**config.mk**
```make
export PLATFORM = sky130hd
export DESIGN_NAME = mem_port_arbiter
export DESIGN_NICKNAME = d
export VERILOG_FILES = /design/src/rtl/mem_port_arbiter_pkg.sv /design/src/rtl/mem_port_arbiter_pick.sv /design/src/rtl/mem_port_arbiter.sv
export SDC_FILE = /design/constraint.sdc
export NUM_CORES = 1
export LEC_CHECK = 0
export ABC_AREA = 1
export BUFFER_PORTS_ARGS = -buffer_cell sky130_fd_sc_hd__buf_4
export CAP_MARGIN = 20
export CORE_ASPECT_RATIO = 1.5
export CORE_UTILIZATION = 35
export DETAILED_ROUTE_END_ITERATION = 7
export HOLD_SLACK_MARGIN = 0.1
export PLACE_DENSITY_LB_ADDON = 0.15
export SKIP_LAST_GASP = 1
export SLEW_MARGIN = 20
export SYNTH_ARGS = -nofsm -noshare
export SYNTH_HDL_FRONTEND = slang
export SYNTH_HIERARCHICAL = 1
export SYNTH_SLANG_ARGS = --single-unit
```
**constraint.sdc**
```tcl
create_clock -name clk -period 2.8 [get_ports clk]
set_input_delay 0.28 -clock clk [delete_from_list [all_inputs] [get_ports clk]]
set_output_delay 0.28 -clock clk [all_outputs]
set_load 0.005 [all_outputs]
```
**src/rtl/mem_port_arbiter_pkg.sv**
```systemverilog
// Shared types and constants for the inst/data memory port arbiter.
package mem_port_arbiter_pkg;

   typedef enum logic [1:0] {
      ST_IDLE = 2'd0,
      ST_ADDR = 2'd1,
      ST_DATA = 2'd2
   } state_t;

   localparam logic OWN_INST = 1'b0;
   localparam logic OWN_DATA = 1'b1;

   localparam logic [1:0] SIZE_B = 2'd0;
   localparam logic [1:0] SIZE_H = 2'd1;
   localparam logic [1:0] SIZE_W = 2'd2;

   localparam int MEM_REQ_W = 1 + 2 + 4 + 32 + 32;

   typedef struct packed {
      logic        wr;
      logic [1:0]  size;
      logic [3:0]  wstrb;
      logic [31:0] addr;
      logic [31:0] wdata;
   } mem_req_t;

   // A fetch is always a full-word read with no strobes or write data.
   function automatic mem_req_t pack_inst_req(input logic [31:0] addr);
      mem_req_t r;
      r.wr    = 1'b0;
      r.size  = SIZE_W;
      r.wstrb = 4'b0000;
      r.addr  = addr;
      r.wdata = 32'h0000_0000;
      return r;
   endfunction

   function automatic mem_req_t pack_data_req(input logic        wr,
                                              input logic [1:0]  size,
                                              input logic [3:0]  wstrb,
                                              input logic [31:0] addr,
                                              input logic [31:0] wdata);
      mem_req_t r;
      r.wr    = wr;
      r.size  = size;
      r.wstrb = wstrb;
      r.addr  = addr;
      r.wdata = wdata;
      return r;
   endfunction

   // Increment that sticks at the limit instead of wrapping.
   function automatic logic [3:0] sat_inc(input logic [3:0] v, input logic [3:0] lim);
      return (v >= lim) ? lim : (v + 4'd1);
   endfunction

endpackage

```
**src/rtl/mem_port_arbiter_pick.sv**
```systemverilog
// Priority pick between fetch and load/store, with a starvation counter
// that forces a fetch grant after too many data grants in a row.
module mem_arb_pick
   import mem_port_arbiter_pkg::*;
#(
   parameter int STARVE_LIMIT = 4
) (
   input  logic clk,
   input  logic rst,
   input  logic inst_req,
   input  logic data_req,
   input  logic grant_en,
   output logic grant_inst,
   output logic grant_data
);

   localparam logic [3:0] LIMIT = 4'(STARVE_LIMIT);

   logic [3:0] starve_cnt_r;
   logic       starve_hit_s;

   assign starve_hit_s = (starve_cnt_r == LIMIT);

   // Data wins by default; fetch wins when alone or when it has waited long enough.
   always_comb begin
      grant_inst = 1'b0;
      grant_data = 1'b0;
      if (grant_en) begin
         if (inst_req && (!data_req || starve_hit_s)) begin
            grant_inst = 1'b1;
         end else if (data_req) begin
            grant_data = 1'b1;
         end else begin
            grant_inst = 1'b0;
         end
      end else begin
         grant_data = 1'b0;
      end
   end

   // Count data grants that overtook a waiting fetch; any other grant clears it.
   always_ff @(posedge clk or posedge rst) begin
      if (rst) begin
         starve_cnt_r <= 4'd0;
      end else if (grant_data) begin
         starve_cnt_r <= inst_req ? sat_inc(starve_cnt_r, LIMIT) : 4'd0;
      end else if (grant_inst) begin
         starve_cnt_r <= 4'd0;
      end else begin
         starve_cnt_r <= starve_cnt_r;
      end
   end

endmodule

```
**src/rtl/mem_port_arbiter.sv**
```systemverilog
// Shares one sram-like memory port between fetch and load/store. One
// transaction in flight: grant in IDLE, replay request in ADDR until the
// bridge accepts, then route the response to the owner in DATA.
module mem_port_arbiter
   import mem_port_arbiter_pkg::*;
#(
   parameter int STARVE_LIMIT = 4
) (
   input  logic        clk,
   input  logic        rst,
   input  logic        inst_req,
   input  logic [31:0] inst_addr,
   output logic        inst_addr_ok,
   output logic        inst_data_ok,
   output logic [31:0] inst_rdata,
   input  logic        data_req,
   input  logic        data_wr,
   input  logic [1:0]  data_size,
   input  logic [3:0]  data_wstrb,
   input  logic [31:0] data_addr,
   input  logic [31:0] data_wdata,
   output logic        data_addr_ok,
   output logic        data_data_ok,
   output logic [31:0] data_rdata,
   output logic        mem_req,
   output logic        mem_wr,
   output logic [1:0]  mem_size,
   output logic [3:0]  mem_wstrb,
   output logic [31:0] mem_addr,
   output logic [31:0] mem_wdata,
   input  logic        mem_addr_ok,
   input  logic        mem_data_ok,
   input  logic [31:0] mem_rdata
);

   state_t   state_r;
   state_t   state_nx_s;
   logic     owner_r;
   mem_req_t latch_r;
   logic     grant_en_s;
   logic     grant_inst_s;
   logic     grant_data_s;

   // Grants only happen in IDLE, and never while reset holds every output low.
   assign grant_en_s = (state_r == ST_IDLE) && !rst;

   mem_arb_pick #(
      .STARVE_LIMIT(STARVE_LIMIT)
   ) u_pick (
      .clk        (clk),
      .rst        (rst),
      .inst_req   (inst_req),
      .data_req   (data_req),
      .grant_en   (grant_en_s),
      .grant_inst (grant_inst_s),
      .grant_data (grant_data_s)
   );

   // Next-state: a data_ok seen in ADDR is ignored because ADDR only looks at addr_ok.
   always_comb begin
      state_nx_s = state_r;
      case (state_r)
         ST_IDLE: begin
            if (grant_inst_s || grant_data_s) begin
               state_nx_s = ST_ADDR;
            end else begin
               state_nx_s = ST_IDLE;
            end
         end
         ST_ADDR: begin
            if (mem_addr_ok) begin
               state_nx_s = ST_DATA;
            end else begin
               state_nx_s = ST_ADDR;
            end
         end
         ST_DATA: begin
            if (mem_data_ok) begin
               state_nx_s = ST_IDLE;
            end else begin
               state_nx_s = ST_DATA;
            end
         end
         default: begin
            state_nx_s = ST_IDLE;
         end
      endcase
   end

   // State register.
   always_ff @(posedge clk or posedge rst) begin
      if (rst) begin
         state_r <= ST_IDLE;
      end else begin
         state_r <= state_nx_s;
      end
   end

   // Capture owner and the winning request so it can be replayed unchanged.
   always_ff @(posedge clk or posedge rst) begin
      if (rst) begin
         owner_r <= OWN_INST;
         latch_r <= mem_req_t'({MEM_REQ_W{1'b0}});
      end else if (grant_data_s) begin
         owner_r <= OWN_DATA;
         latch_r <= pack_data_req(data_wr, data_size, data_wstrb, data_addr, data_wdata);
      end else if (grant_inst_s) begin
         owner_r <= OWN_INST;
         latch_r <= pack_inst_req(inst_addr);
      end else begin
         owner_r <= owner_r;
         latch_r <= latch_r;
      end
   end

   // Output routing: addr_ok in IDLE, memory request in ADDR, response to owner in DATA.
   always_comb begin
      inst_addr_ok = 1'b0;
      data_addr_ok = 1'b0;
      inst_data_ok = 1'b0;
      inst_rdata   = 32'h0000_0000;
      data_data_ok = 1'b0;
      data_rdata   = 32'h0000_0000;
      mem_req      = 1'b0;
      mem_wr       = 1'b0;
      mem_size     = 2'b00;
      mem_wstrb    = 4'b0000;
      mem_addr     = 32'h0000_0000;
      mem_wdata    = 32'h0000_0000;
      case (state_r)
         ST_IDLE: begin
            inst_addr_ok = grant_inst_s;
            data_addr_ok = grant_data_s;
         end
         ST_ADDR: begin
            mem_req   = 1'b1;
            mem_wr    = latch_r.wr;
            mem_size  = latch_r.size;
            mem_wstrb = latch_r.wstrb;
            mem_addr  = latch_r.addr;
            mem_wdata = latch_r.wdata;
         end
         ST_DATA: begin
            if (owner_r == OWN_DATA) begin
               data_data_ok = mem_data_ok;
               data_rdata   = mem_rdata;
            end else begin
               inst_data_ok = mem_data_ok;
               inst_rdata   = mem_rdata;
            end
         end
         default: begin
            mem_req = 1'b0;
         end
      endcase
   end

endmodule

```
==> flow_metrics.env <==
export IMPL_status="finished, final reports clean"
export IMPL_cts_buffers=9
export IMPL_critPathLaunchType="flip-flop"
export IMPL_core_sq_um=12080
export IMPL_die_area_sq_um=12970
export IMPL_cpMaxStageDelayCell="nand2_2"
export IMPL_cpPeakStageDelay_ns=0.58
export IMPL_cp_startpoint="state_r[1]"
export IMPL_crit_cells=8
export IMPL_yosysSeqAreaShare_pct=44.58
export IMPL_drt_first_pass_iters=4
export IMPL_p_seq_share_pct=35.3
export IMPL_fin_nets=1025
export IMPL_grt_pass1_wl_um=21680
export IMPL_postCtsSetupBuffers=0
export IMPL_p_switching_mw=1.899
export IMPL_final_cell_mix="285 x buf_4, 138 x nor2_1, 117 x inv_1, 117 x nand2_1, 78 x dfrtp_1"
export IMPL_via_count=4664
export IMPL_hold_violations=0
export IMPL_num_io_pins=281
export IMPL_wire_per_inst_um=13.60
export IMPL_clock_skew_ns=0.006632
export IMPL_cellPowerDensity_nw_per_um2=771.7
export IMPL_rsz0062_at_grt="no"
export IMPL_leakage_nw=3.833
export IMPL_r2r_start="state_r[1]"
export IMPL_avgSynthCellArea_sq_um=7.061
export IMPL_grt_total_usage_pct=21.48
export IMPL_place_ws_ns=0.5357
export IMPL_ys_seq_elements=78
export IMPL_place_area_sq_um=6455
export IMPL_crit_buf_inv=2
export IMPL_worst_r2r_path_depth=8
export IMPL_dr_first_iter_drc_count=184
export IMPL_htreeDepth=3
export IMPL_hold_path_depth=3
export IMPL_area_delta_synth_final_pct=54.70
export IMPL_clk_pin_slew_worst_paths_ns=0.06
export IMPL_slew_headroom_pct=49.11
export IMPL_p_clk_share_pct=22.6
export IMPL_antenna_cells=0
export IMPL_p_int_mw=3.327
export IMPL_comb_power_share_pct=42.1
export IMPL_cts_buffer_depth=2
export IMPL_min_delay_start="data_wdata[14]"
export IMPL_p_total_mw=5.227
export IMPL_grt_max_degree=72
export IMPL_syn_area_sq_um=4378
export IMPL_fin_crit_sh_pct=79.77
export IMPL_ys_types=20
export IMPL_gp_congestion=0.8247
export IMPL_crit_family="simple AND/OR/NAND/NOR gates"
export IMPL_holdWs_ns=0.1528
export IMPL_design_area_sq_um=6773
export IMPL_maxCapViolations=0
export IMPL_critPathRequiredTime_ns=2.98
export IMPL_worst_slew_pin_slew_ns=0.7616
export IMPL_cts_resized=0
export IMPL_antenna_found_initial=0
export IMPL_routed_wl_um=14130
export IMPL_drive_gt1_share_pct=37.58
export IMPL_slew_viol_final=0
export IMPL_start_util_pct=36.25
export IMPL_hpwl_um=10800
export IMPL_crit_type="reg -> reg"
export IMPL_tns_ns=0
export IMPL_fin_util_pct=56.08
export IMPL_netSwitchingFraction_pct=36.34
export IMPL_crit_chain="nor2_1, inv_1, nor2_1, nand2_1, a21oi_4, inv_6, nand2_2, o21ai_0"
export IMPL_row_count=49
export IMPL_final_common_cell="buf_4"
export IMPL_numPortBuffers=280
export IMPL_final_cells=1039
export IMPL_timing_final_ws_setup_ns=0.5663
export IMPL_synth_cells=620
export IMPL_placed_cells=1023
export IMPL_post_route_min_period_ns=2.234
export IMPL_crit_top_cell="nor2_1"
export IMPL_crit_fanout=39
export IMPL_drc=0
export IMPL_clockRootBuffer="clkbuf_16"
export IMPL_ant_nets=0
export IMPL_yosys_warnings=6
export IMPL_viasPerCell=4.489
export IMPL_grt_pass1_vias=4517
export IMPL_setup_viol=0
export IMPL_end_kind="flip-flop"
export IMPL_synth_fp_nets=763
export IMPL_cts_sinks=78
export IMPL_die_h_um=139.0
export IMPL_worstPathArrival_ns=2.41
export IMPL_clk_latency_ns=0.33
export IMPL_grt_overflow_total=0
export IMPL_peakVddDrop_v=0.0003828
export IMPL_dieWidth_um=93.32
export IMPL_tritoncts="yes"
export IMPL_cts_hold_buf=1
export IMPL_fmax_mhz=447.7
export IMPL_min_path_type="in -> reg"
[logic make-up (layout without fill, tap and decap cells)]
kind of cell    Yosys count  in the layout  synth area share [%]
fa+ha+maj                 2              2                0.5715
compound gates           43             43                 5.773
simple gates            339            339                 32.21
flops                    78             78                 44.58
buf+inv                 158            424                 16.86
[final timing paths]
kind	to	slack, ns
min in group asynchronous	u_pick/starve_cnt_r[2]	0.41
min reg2reg	latch_r[53]	0.48
max reg2reg	latch_r[6]	0.57
max in group asynchronous	latch_r[30]	1.53
min	latch_r[14]	0.15
max	latch_r[6]	0.57
[synth_stat cells]
cell type	count	area, sq um
dfrtp_1	78	1952
o21ai_2	10	87.58
inv_6	1	8.760
buf_6	16	180.2
nor2_2	7	43.79
ha_1	2	25.02
inv_4	1	6.260
nand2_2	5	31.28
o21ai_1	1	5.000
buf_2	13	65.06
clkbuf_2	1	5.000
nor2_1	139	521.8
a21oi_1	3	15.01
inv_2	3	11.26
inv_1	118	442.9
nand3_1	68	340.3
nand2_1	117	439.2
clkbuf_1	5	18.77
nor2_4	3	33.78
o21ai_0	29	145.1
[worst min-delay path: cells and delay by family]
| family | cells | cell delay (ns) |
|---|---|---|
| AO/OA/AOI/OAI | 1 | 0.05 |
| AND/OR/NAND/NOR | 1 | 0.05 |
| buffers and inverters | 1 | 0.08 |
[cell type report]
type,instances,area [sq um]
Clock buffer,11,252.7
Clock inverter,4,55.05
Fill cell,1174,5305
Inverter,123,470.5
Multi-Input combinational cell,384,1702
Sequential cell,78,1952
Tap cell,153,191.4
Timing Repair Buffer,286,2150
[power by group through the flow]
stage               combinational (mW)  clock (mW)  sequential (mW)
global route                      2.49        1.26             1.91
detailed placement                2.23           0             1.86
finish                            2.20        1.18             1.85
CTS                               2.24        1.21             1.85
floorplan                         1.40           0             1.80
global placement                  2.19           0             1.84
[flip-flops by register name (all words and copies together), names as in the netlist]
register / cells
owner_r: 1
u_pick/starve_cnt_r: 4
state_r: 2
latch_r: 71
[per-layer routing]
metal	routed length (um)	vias to the layer above	share of wire [%]	track usage, %
met5	0	-	0	0
met4	420	0	3.0	10.04
met3	982	26	7.0	4.331
met2	7770	180	55	40.63
met1	4953	2109	35	21.95
li1	-	2349	-	-
No activity file was read; power rests on OpenSTA's default activity.
